File: src/rtl/core_if_fetch.sv
// Instruction-fetch stage: credit-based sequential fetch, in-order response buffer
// feeding decode, and redirect handling that drops responses issued before a flush.
module core_if_fetch #(
  parameter logic [31:0] RESET_PC   = 32'h8000_0000,
  parameter int unsigned FIFO_DEPTH = 2,
  parameter int unsigned CNT_W      = 3
) (
  input  logic        i_clk,
  input  logic        i_rst,
  output logic        o_ifu_req_valid,
  input  logic        i_ifu_req_ready,
  output logic [31:0] o_ifu_req_addr,
  input  logic        i_ifu_rsp_valid,
  input  logic [31:0] i_ifu_rsp_data,
  input  logic        i_ifu_rsp_err,
  input  logic        i_flush,
  input  logic [31:0] i_flush_pc,
  output logic        o_ir_valid,
  input  logic        i_ir_ready,
  output logic [31:0] o_ir_inst,
  output logic [31:0] o_ir_pc,
  output logic        o_ir_err
);

  localparam int unsigned   PW      = $clog2(FIFO_DEPTH);
  localparam logic [CNT_W:0] DEPTH_C = (CNT_W+1)'(FIFO_DEPTH);

  logic [31:2]      pc_w;
  logic [CNT_W-1:0] count;
  logic [CNT_W-1:0] outstanding;
  logic [CNT_W-1:0] drop;

  logic [31:0]      ent_pc   [FIFO_DEPTH];
  logic [31:0]      ent_inst [FIFO_DEPTH];
  logic             ent_err  [FIFO_DEPTH];
  logic [PW-1:0]    rd_ptr, wr_ptr, rd_next;

  logic [31:0]      inflight_pc [FIFO_DEPTH];
  logic [PW-1:0]    if_rd, if_wr;

  logic [CNT_W:0]   used;
  logic             credit, req_hs, push, pop;
  logic [31:0]      rsp_pc;
  logic             flush_pc_unused;

  always_comb begin
    used            = {1'b0, outstanding} + {1'b0, count};
    credit          = used < DEPTH_C;
    o_ifu_req_valid = !i_rst && !i_flush && credit;
    o_ifu_req_addr  = {pc_w, 2'b00};
    req_hs          = o_ifu_req_valid && i_ifu_req_ready;
    o_ir_valid      = count != '0;
    push            = i_ifu_rsp_valid && (drop == '0) && !i_flush;
    pop             = o_ir_valid && i_ir_ready && !i_flush;
    rsp_pc          = inflight_pc[if_rd];
    rd_next         = rd_ptr + PW'(1);
    flush_pc_unused = ^i_flush_pc[1:0];
  end

  // Payload storage carries no reset; validity is tracked by the counters/pointers.
  always_ff @(posedge i_clk) begin
    if (req_hs)
      inflight_pc[if_wr] <= o_ifu_req_addr;
    if (push) begin
      ent_pc[wr_ptr]   <= rsp_pc;
      ent_inst[wr_ptr] <= i_ifu_rsp_data;
      ent_err[wr_ptr]  <= i_ifu_rsp_err;
    end
  end

  always_ff @(posedge i_clk or posedge i_rst) begin
    if (i_rst) begin
      pc_w        <= RESET_PC[31:2];
      count       <= '0;
      outstanding <= '0;
      drop        <= '0;
      rd_ptr      <= '0;
      wr_ptr      <= '0;
      if_rd       <= '0;
      if_wr       <= '0;
      o_ir_inst   <= '0;
      o_ir_pc     <= '0;
      o_ir_err    <= 1'b0;
    end else begin
      outstanding <= outstanding + CNT_W'(req_hs) - CNT_W'(i_ifu_rsp_valid);
      if (req_hs)
        if_wr <= if_wr + PW'(1);
      // In-flight PCs are popped by every response, including dropped ones.
      if (i_ifu_rsp_valid)
        if_rd <= if_rd + PW'(1);

      if (i_flush) begin
        count  <= '0;
        rd_ptr <= '0;
        wr_ptr <= '0;
        drop   <= outstanding - CNT_W'(i_ifu_rsp_valid);
        pc_w   <= i_flush_pc[31:2];
      end else begin
        if (req_hs)
          pc_w <= pc_w + 30'd1;
        if (i_ifu_rsp_valid && (drop != '0))
          drop <= drop - CNT_W'(1);
        if (push)
          wr_ptr <= wr_ptr + PW'(1);
        if (pop)
          rd_ptr <= rd_next;
        count <= count + CNT_W'(push) - CNT_W'(pop);

        // Head follows the next stored entry, or the incoming response when it
        // becomes the only entry; otherwise it holds.
        if (pop && (count > CNT_W'(1))) begin
          o_ir_pc   <= ent_pc[rd_next];
          o_ir_inst <= ent_inst[rd_next];
          o_ir_err  <= ent_err[rd_next];
        end else if (push && ((count == '0) || (pop && (count == CNT_W'(1))))) begin
          o_ir_pc   <= rsp_pc;
          o_ir_inst <= i_ifu_rsp_data;
          o_ir_err  <= i_ifu_rsp_err;
        end
      end
    end
  end

  a_credit: assert property (@(posedge i_clk) disable iff (i_rst)
    ({1'b0, outstanding} + {1'b0, count}) <= DEPTH_C);
  a_drop: assert property (@(posedge i_clk) disable iff (i_rst)
    drop <= outstanding);
  a_rsp: assert property (@(posedge i_clk) disable iff (i_rst)
    i_ifu_rsp_valid |-> (outstanding != '0));

endmodule
File: config.mk
export PLATFORM = sky130hd
export DESIGN_NAME = core_if_fetch
export DESIGN_NICKNAME = d
export VERILOG_FILES = /design/src/rtl/core_if_fetch.sv
export SDC_FILE = /design/constraint.sdc
export NUM_CORES = 1
export LEC_CHECK = 0
export ABC_AREA = 1
export CAP_MARGIN = 20
export CELL_PAD_IN_SITES_DETAIL_PLACEMENT = 0
export CELL_PAD_IN_SITES_GLOBAL_PLACEMENT = 1
export CORE_MARGIN = 5
export CORE_UTILIZATION = 44
export DETAILED_ROUTE_END_ITERATION = 6
export GPL_TIMING_DRIVEN = 0
export HOLD_SLACK_MARGIN = 0.08
export PLACE_DENSITY_LB_ADDON = 0.1
export SYNTH_ARGS = -nofsm -noshare
export SYNTH_HDL_FRONTEND = slang
export SYNTH_SLANG_ARGS = --single-unit
File: constraint.sdc
create_clock -name i_clk -period 4.6 [get_ports i_clk]
set_input_delay 0.46 -clock i_clk [delete_from_list [all_inputs] [get_ports i_clk]]
set_output_delay 0.46 -clock i_clk [all_outputs]
set_load 0.01 [all_outputs]
==> summary.txt, run 1 <==
Design Power: 8.689 mW
Sequential power share: 42.1%
Sequential fraction of the synthesis area: 63.59%
Starting density of the core: 44.90%
Sequential Area: 0.008239 mm^2
Syn-to-layout area delta: 25.79%
Io pins: 170
Sw power: 2.693 mW
Core Footprint: 0.02886 mm^2
Startpoint types: register
Hold Fails Final Rpt: 0
Synth area leaders: edfxtp_1, dfrtp_1, nand2_1
Crit Path Max Fanout: 4
VDD IR-drop max: 0.3079 mV
Grt total ovfl: 0
Critical path capture point type: output pin
Place WS: 1557 ps
Vias in the first global route: 9,210
Critical path data required time: 4140 ps
Worst setup margin: 1491 ps
CTS tree: built
GP Congestion: 0.7678
Post-Syn Area per Cell: 10.66 um^2
Htree depth: 1
Synth area leader: edfxtp_1
Clock Skews: 11.90 ps
HP Start: i_flush
Global-route wire length before repair: 49,850 um
Yosys warns: 0
Slew Limit Fails: 0
Die width: 181.6 um
Pin count of the biggest net entering global routing: 58
Synth Area in Adders: 1.719%
Total negative slack: 0 ps
Leak: 6.564 nW
Worst skew pair latency: 540 ps
Wirelength, routed: 30,790 um
Footprint of the multi-input gates: 0.004023 mm^2
Maxcap violations: 0
Fill cell count: 2,472
Synthesized area: 0.01296 mm^2
Via count: 8,996
Worst hold slack: 299.9 ps
Row cnt: 62
Worst slew pin tran: 872.9 ps
Commonest non-fill, non-tap cell in the layout: nand2_1
Number of hold buffers added after cts: 0
Critical R2R Launch: count[1]
Flops & latches, synth: 292
Dominant combinational cell family by area after synthesis: simple AND/OR/NAND/NOR gates
Synth Area in Compound Gates: 8.053%
CP Data Arrival Time: 2650 ps
Post-synthesis mux area share: 2.317%
PostCTS Resize Cnt: 0
DR iter-0 viols: 578
Port-buffer cells: 162
Post-CTS Setup Bufs: 0
Post-synthesis xor/xnor area fraction: 0.5407%
Post-synth top area share: 43.11%
Nets: 1,505
RSZ-0062 raised after global routing: no
# clock sinks: 292
Number of synthesized flops with an enable pin: 186
Worst Hold Class: in2reg
Max frequency: 321.7 MHz
Die height: 181.6 um
GRT Overall Usage: 18.64%
Most frequent cells in the layout: nand2_1, edfxtp_1, clkdlybuf4s50_1
Hold path cells: 5
Die area: 0.03298 mm^2
DR WL/cell: 16.86 um
Synth unique cells: 35
Clock Power Share: 29.7%
Clock Path Buffers: 3
Asr flop ratio synth: 36.30%
DR pass1 iterations: 4
Final period util: 67.59%
Run status: completed
CP Class: reg2out
Share of layout cells above drive strength 1: 11.03%
Via-per-instance ratio: 4.927
Pint: 5.996 mW
Clk slew on worst S/H paths: 60 ps
Relative slew margins: 41.67%
CTS Buf Count: 31
Worst Hold End: pc_w[7]
Min Tclk post-route: 3109 ps
Switching share of total power: 30.99%
Non-Filler Instances: 1,826
Inst Count DP: 1,769
Simple-gate share of the synthesized area: 18.07%
Post-route ant nets: 0
Clk root buf: clkbuf_16
Main synth FF type: edfxtp_1
R2R depth: 14
Worst R2R Setup Slack: 1570 ps
HPWL after DPL: 21,390 um
# diodes: 0
Final setup fails: 0
Pwr Density: 533.1 mW/mm^2
Initial antenna violation count: 0
DRC: 0
Post-Syn Instances: 1,215
Worst r2r dst: outstanding[1]
Logic pwr share: 28.2%
[flip-flops by register name, indices dropped and copies added (netlist names)]
| name | cells |
|---|---|
| pc_w | 30 |
| o_ir_pc | 30 |
| o_ir_inst | 32 |
| inflight_pc | 60 |
| if_rd | 1 |
| wr_ptr | 1 |
| rd_ptr | 1 |
| outstanding | 3 |
| if_wr | 1 |
| count | 3 |
| ent_pc | 60 |
| o_ir_err | 1 |
| ent_inst | 64 |
| drop | 3 |
| ent_err | 2 |
[critical path: stages, from the launching register on]
cell and delay (ps):
dfrtp_1 460, inv_1 140, fa_1 540, inv_1 40, nor2_1 80, nand2_1 90
nor2_4 120, nand2_1 60, inv_1 50, clkdlybuf4s50_1 530
[Yosys cell counts, drive strengths merged (3+ instances only)]
library cell,number
nor2,121
dfrtp,105
nand3,86
fa,3
o211ai,64
nand2,360
clkbuf,12
buf,45
edfxtp,186
xnor2,6
mux2i,30
ha,13
inv,93
o21ai,73
o21bai,7
[layer usage]
| metal | GRT usage (%) | wire length, um | up-vias |
|---|---|---|---|
| met2 | 30.87 | 14420 | 191 |
| met1 | 26.52 | 14430 | 4271 |
| met4 | 3.573 | 497 | 0 |
| met5 | 0 | 0 | - |
| li1 | - | - | 4496 |
| met3 | 2.741 | 1446 | 38 |
[layout make-up]
cell class	count	share of cell area [%]
well taps	384	2.948
clock inverters	18	1.443
repair buffers	167	10.70
plain buffers	57	2.295
clock buffers	39	5.128
multi-input cells	775	24.68
inverters	94	2.257
flip-flops and latches	292	50.55
[worst max-delay path by stage]
| stage | from | slack, ps | depth (start not counted) | endpoint |
|---|---|---|---|---|
| CTS | count[1] | 1450 | 9 | o_ifu_req_valid |
| finish | count[1] | 1490 | 9 | o_ifu_req_valid |
| floorplan | i_flush | 440 | 5 | ent_err[1] |
| detailed placement | count[1] | 1560 | 14 | outstanding[2] |
| global route | count[1] | 1370 | 9 | o_ifu_req_valid |
| global placement | i_ifu_rsp_valid | -1890 | 5 | ent_inst[0][8] |
[power by group through the flow]
| stage | sequential [mW] | clock, mW | combinational (mW) |
|---|---|---|---|
| 6_report | 3.66 | 2.58 | 2.45 |
| 5_1_grt | 3.72 | 2.77 | 2.74 |
| 4_1_cts | 3.66 | 2.64 | 2.49 |
| 3_5_place_dp | 3.71 | 0 | 2.48 |
| 3_3_place_gp | 3.71 | 0 | 2.42 |
| 2_1_floorplan | 3.77 | 0 | 1.24 |
[cells by family after synthesis]
group | Yosys count
buf+inv | 151
compound gates | 146
flops | 292
mux | 30
xor+xnor | 8
other cells | 1
simple gates | 571
fa+ha+maj | 16
[stage by stage]
| step | util [%] | instance area, um^2 |
|---|---|---|
| 4_1_cts | 56.48 | 16300 |
| 6_report | 56.48 | 16300 |
| 3_3_place_gp | 52.22 | 15070 |
| 3_5_place_dp | 52.77 | 15230 |
| 5_1_grt | 56.48 | 16300 |
| 2_1_floorplan | - | 12970 |
(Power assumes the default switching activity.)
==> run 2: changes to the inputs <==
==> constraint.sdc (replaced) <==
create_clock -name i_clk -period 3 [get_ports i_clk]
set_input_delay 0.3 -clock i_clk [delete_from_list [all_inputs] [get_ports i_clk]]
set_output_delay 0.3 -clock i_clk [all_outputs]
set_load 0.01 [all_outputs]
==> run 2 against run 1 <==
  * Flip-flop and latch count did not move
  * First-iteration DRC count fell by 2.9%
  * Sequential power rose by 54%
  * Worst setup slack got worse by 1300 ps
  * Critical path type unchanged
  * Largest power group unchanged
==> summary.txt, run 2 (synthesis results as in run 1) <==
Gr busiest metal: met2 (unchanged)
# diodes: 0 (unchanged)
Max frequency: 351.9 MHz
DR pass1 iterations: 6 (was 4)
Slew Limit Fails: 0 (unchanged)
VDD IR-drop max: 0.3776 mV (was 0.3079 mV)
Wirelength, routed: 30,930 um (was 30,790 um)
Leak: 6.622 nW (was 6.564 nW)
Clock Skews: 14.98 ps (was 11.90 ps)
Total negative slack: 0 ps (unchanged)
Die width: 181.6 um (unchanged)
Pwr Density: 823.0 mW/mm^2 (was 533.1 mW/mm^2)
Startpoint types: register (unchanged)
Critical R2R Launch: count[0] (was count[1])
Worst Hold End: pc_w[7] (unchanged)
Largest Register: ent_inst (unchanged)
# clock sinks: 292 (unchanged)
DRC: 0 (unchanged)
Syn-to-layout area delta: 26.62% (was 25.79%)
Critical path capture point type: output pin (unchanged)
Starting density of the core: 44.90% (unchanged)
Port-buffer cells: 162 (unchanged)
Nets: 1,513 (was 1,505)
Clock Path Buffers: 3 (unchanged)
GP Congestion: 0.8289 (was 0.7678)
Share of layout cells above drive strength 1: 11.10% (was 11.03%)
Grt total ovfl: 0 (unchanged)
Commonest non-fill, non-tap cell in the layout: nand2_1 (unchanged)
Crit Path Max Fanout: 6 (was 4)
Min Tclk post-route: 2842 ps
Grt met2 use: 30.49% (was 30.87%)
DR iter-0 viols: 561 (was 578)
Final setup fails: 0 (unchanged)
Pin count of the biggest net entering global routing: 38 (was 58)
Initial antenna violation count: 0 (unchanged)
Largest registers: ent_inst (64), ent_pc (60), inflight_pc (60) (unchanged)
Via-per-instance ratio: 4.922 (was 4.927)
Core Footprint: 0.02886 mm^2 (unchanged)
Die area: 0.03298 mm^2 (unchanged)
Relative slew margins: 41.96% (was 41.67%)
R2R depth: 9 (was 14)
DR WL/cell: 16.86 um (about the same)
Critical path data required time: 2700 ps (was 4140 ps)
Met3 Use GR: 3.581% (was 2.741%)
Htree depth: 2 (was 1)
Most frequent cells in the layout: nand2_1, edfxtp_1, clkdlybuf4s50_1 (unchanged)
Worst skew pair latency: 500 ps (was 540 ps)
Global-route wire length before repair: 49,280 um (was 49,850 um)
HP Start: i_flush (unchanged)
Via count: 9,032 (was 8,996)
Hold Fails Final Rpt: 0 (unchanged)
Final period util: 94.72%
Finished Core Util: 56.85% (was 56.48%)
Worst slew pin tran: 868.8 ps (was 872.9 ps)
Max reg flops: 64 (unchanged)
GR Util met1: 25.72% (was 26.52%)
HPWL after DPL: 21,390 um (about the same)
Post-route ant nets: 0 (unchanged)
Clk root buf: clkbuf_16 (unchanged)
CTS tree: built (unchanged)
Worst R2R Setup Slack: 300 ps (was 1570 ps)
Worst Hold Class: in2reg (unchanged)
CP Data Arrival Time: 2540 ps (was 2650 ps)
RSZ-0062 raised after global routing: no (unchanged)
Worst r2r dst: inflight_pc[1][8] (was outstanding[1])
Clk slew on worst S/H paths: 60 ps (about the same)
Die height: 181.6 um (unchanged)
CP Class: reg2out (unchanged)
Number of hold buffers added after cts: 0 (unchanged)
Maxcap violations: 0 (unchanged)
Row cnt: 62 (unchanged)
Hold path cells: 5 (unchanged)
CTS Buf Count: 34 (was 31)
Run status: completed (unchanged)
Io pins: 170 (unchanged)
Vias in the first global route: 9,081 (was 9,210)
GRT Overall Usage: 18.55% (was 18.64%)
[run 2: changes by cell type in the layout (fill, tap and decap cells not counted), sizes merged]
| cell | before | now |
|---|---|---|
| buf | 50 | 55 |
| clkinvlp | 4 | 1 |
| inv | 94 | 93 |
| clkinv | 9 | 4 |
| bufinv | 5 | 2 |
| clkbuf | 51 | 67 |
[run 2: worst max path at each step]
stage / startpoint / slack, ps / to
6_report: count[0] / 160 / o_ifu_req_valid
5_1_grt: count[0] / 6 / o_ifu_req_valid
4_1_cts: count[1] / 40 / outstanding[1]
3_5_place_dp: count[1] / -50 / outstanding[1]
3_3_place_gp: i_ifu_rsp_valid / -1560 / ent_inst[0][10]
2_1_floorplan: count[1] / -310 / inflight_pc[0][0]
[run 2: worst max-delay path, cell delays in order, from the launching register on]
cell,delay [ps]
dfrtp_1,460
nand2_1,110
fa_1,490
inv_1,40
nor2_1,80
nand2_1,90
nor2_4,120
nand2_1,70
inv_1,50
clkdlybuf4s50_1,530
[run 2: per-stage QoR]
stage	area (um^2)	hold WS [ps]	instances	total power, mW	setup WS [ps]
after CTS	16360	146.4	1830	13.66	38.15
after floorplan	12980	391.0	1218	7.679	-311.1
after global routing	16410	185.4	1835	14.30	5.590
after global placement	15080	461.4	1764	9.389	-1556
final	16410	159.5	1835	13.50	158.4
after detailed placement	15220	464.4	1770	9.497	-51.78
[run 2: what timing repair did]
item                       4_1_cts  5_1_grt
setup buffers                    0        5
resized for setup                0        1
setup endpoints to repair       35       63
[run 2: metal layers]
metal | share of wire [%] | up-vias | wire length [um]
met4 | 1.7 | 0 | 535
li1 | - | 4510 | -
met2 | 47 | 245 | 14540
met1 | 46 | 4245 | 14120
met5 | 0 | - | 0
met3 | 5.6 | 32 | 1737
[run 2: area by class of cell]
| type | count | area [um^2] |
|---|---|---|
| plain buffers | 56 | 369.1 |
| clock inverters | 6 | 82.58 |
| clock buffers | 55 | 1054 |
| well taps | 384 | 480.5 |
| repair buffers | 173 | 1792 |
| fillers | 2466 | 12450 |
| inverters | 94 | 366.6 |
| flip-flops and latches | 292 | 8240 |
| multi-input cells | 775 | 4023 |
[run 2: power breakdown]
group	internal (mW)	leakage [nW]	switching [mW]
Clock	2.57	0.555	1.53
Combinational	1.69	3.06	2.09
Sequential	5.12	3.01	0.496
==> RTL edit, RTL diff (settings of run 1) <==
Set the parameter `CNT_W` to 6 (it was 3).
--- a/src/rtl/core_if_fetch.sv
+++ b/src/rtl/core_if_fetch.sv
@@ -3,7 +3,7 @@
 module core_if_fetch #(
   parameter logic [31:0] RESET_PC   = 32'h8000_0000,
   parameter int unsigned FIFO_DEPTH = 2,
-  parameter int unsigned CNT_W      = 3
+  parameter int unsigned CNT_W      = 6
 ) (
   input  logic        i_clk,
   input  logic        i_rst,
Formal check against the unedited RTL: same outputs for any inputs over 4 cycles, from zero or initial values and one cycle with i_rst high; that may be too few to reach the edited logic, so the function may still have changed.
==> RTL edit against run 1 <==
Power up 7.1%. Via count up 9.3%. Setup slack worse by 0.31 ns. Routed wire length up 7.9%. Non-clock buffer count up 12. Sequential share of layout area down 2.4 points. Combinational power up 21%. Design area up 7.8%. Register-to-register slack worse by 0.39 ns. Synthesized cell count up 11%. Area after synthesis up 8.3%. Sequential cell count up 9. Critical endpoint is now outstanding[4]$_DFF_PP0_.
==> RTL edit: results <==
{
  "status": "complete, no violations",
  "antenna_found_initial": 0,
  "critical_path.max_stage_delay_ns": 0.56,
  "worstPathArrival_ns": 3.85,
  "hp-class": "primary input to async pin",
  "switchingPower_mw": 2.96,
  "power_leakage_nw": 7.17,
  "cts_root_buffer": "clkbuf_16",
  "drive_above_1_share_pct": 15.7,
  "yosys_warnings": 0,
  "grt_usage_pct": 18.7,
  "power_frac_seq_pct": 39.1,
  "final.setup_skew_ns": 0.0121,
  "clockBufferDepth": 3,
  "cts.reportedPaths.clkPinSlew_ns": 0.07,
  "reg2reg_from": "outstanding[1]$_DFF_PP0_",
  "syn_inst": 1347,
  "drt_first_pass_iters": 5,
  "htree_num_levels": 2,
  "switching_share_pct": 31.8,
  "ys.flop_type": "edfxtp_1",
  "cts_buffers": 34,
  "yosysTopAreaCellShare_pct": 39.8,
  "ir_drop_uv": 230,
  "grt_pass1_wl_mm": 53.6,
  "wl_mm": 33.2,
  "synth_cell_types": 45,
  "cts_resized": 0,
  "worstPathMaxFanout": 10,
  "synth_edf_count": 186,
  "ys_seq_area_share_pct": 60.3,
  "synthArstFlopShare_pct": 38.2,
  "clk_latency_ns": 0.51,
  "power_combinational_mw": 2.97,
  "final_cells": 1985,
  "initialDrtViolationCount": 523,
  "grt_max_degree": 33,
  "slowest_stage": "fa_1",
  "netlist_top_cells_count": "344 x nand2_1, 186 x edfxtp_1, 134 x nand3_1",
  "crit_family": "adder cells",
  "gp_congestion": 0.852,
  "reg2reg_depth": 14,
  "postPlaceCellArea_um2": 16500,
  "synth.area.top_cells": "edfxtp_1 40%, dfrtp_1 20%, nand2_1 9.2%",
  "via_count": 9835,
  "r2r_end": "outstanding[4]$_DFF_PP0_",
  "dp_hpwl_mm": 24.0,
  "postCtsSetupBuffers": 0,
  "port_buffers": 163,
  "dpl.cell_count": 1925,
  "top_regs": "ent_inst (64), ent_pc (60), inflight_pc (60)",
  "layout.nets": 1659,
  "r2r_slack_ns": 1.18,
  "relSlewSlack_pct": 44.1
}
## RTL edit: routing by layer
metal | GRT usage, % | share of wire (%) | vias up
met2 | 30.6 | 47 | 221
met3 | 2.95 | 4.5 | 42
li1 | - | - | 4973
met4 | 4.82 | 2.1 | 0
met1 | 26.4 | 47 | 4599
met5 | 0 | 0 | -
## RTL edit: worst max-delay path by stage
stage / start / end / cells after the start
final: outstanding[1]$_DFF_PP0_ / outstanding[4]$_DFF_PP0_ / 14
after global routing: outstanding[1]$_DFF_PP0_ / outstanding[4]$_DFF_PP0_ / 15
after global placement: i_flush / ent_inst[0][2]$_DFFE_PP_ / 5
after CTS: outstanding[1]$_DFF_PP0_ / outstanding[4]$_DFF_PP0_ / 14
after floorplan: drop[0]$_DFFE_PP0P_ / ent_err[0]$_DFFE_PP_ / 8
after detailed placement: i_flush / count[4]$_DFF_PP0_ / 13
## RTL edit: area by class of cell
type | instances | area [um^2]
fillers | 2814 | 14000
flip-flops and latches | 301 | 8460
multi-input cells | 911 | 4920
repair buffers | 173 | 1870
clock buffers | 43 | 948
well taps | 402 | 503
plain buffers | 63 | 400
inverters | 75 | 299
clock inverters | 17 | 169
## RTL edit: logic make-up (layout without fill, tap and decap cells)
family	count (synthesis)	count (layout)	share of synthesized area, %
xor gates and xnor gates	14	14	0.874
buffers and inverters	138	371	4.96
DFF	301	301	60.3
other	1	4	0.0267
AOI/OAI and AO/OA	107	107	4.23
and+or+nand+nor	697	697	22.3
muxes	60	60	4.55
adders and majority gates	29	29	2.75
## RTL edit: stage by stage
step                      setup slack, ns  hold WS (ns)  setup TNS (ns)
after global routing                0.897         0.307               0
after floorplan                     0.403         0.460               0
after global placement              -2.24         0.475         -361.04
final                                1.18         0.276               0
after CTS                            1.14         0.273               0
after detailed placement            0.913         0.493               0
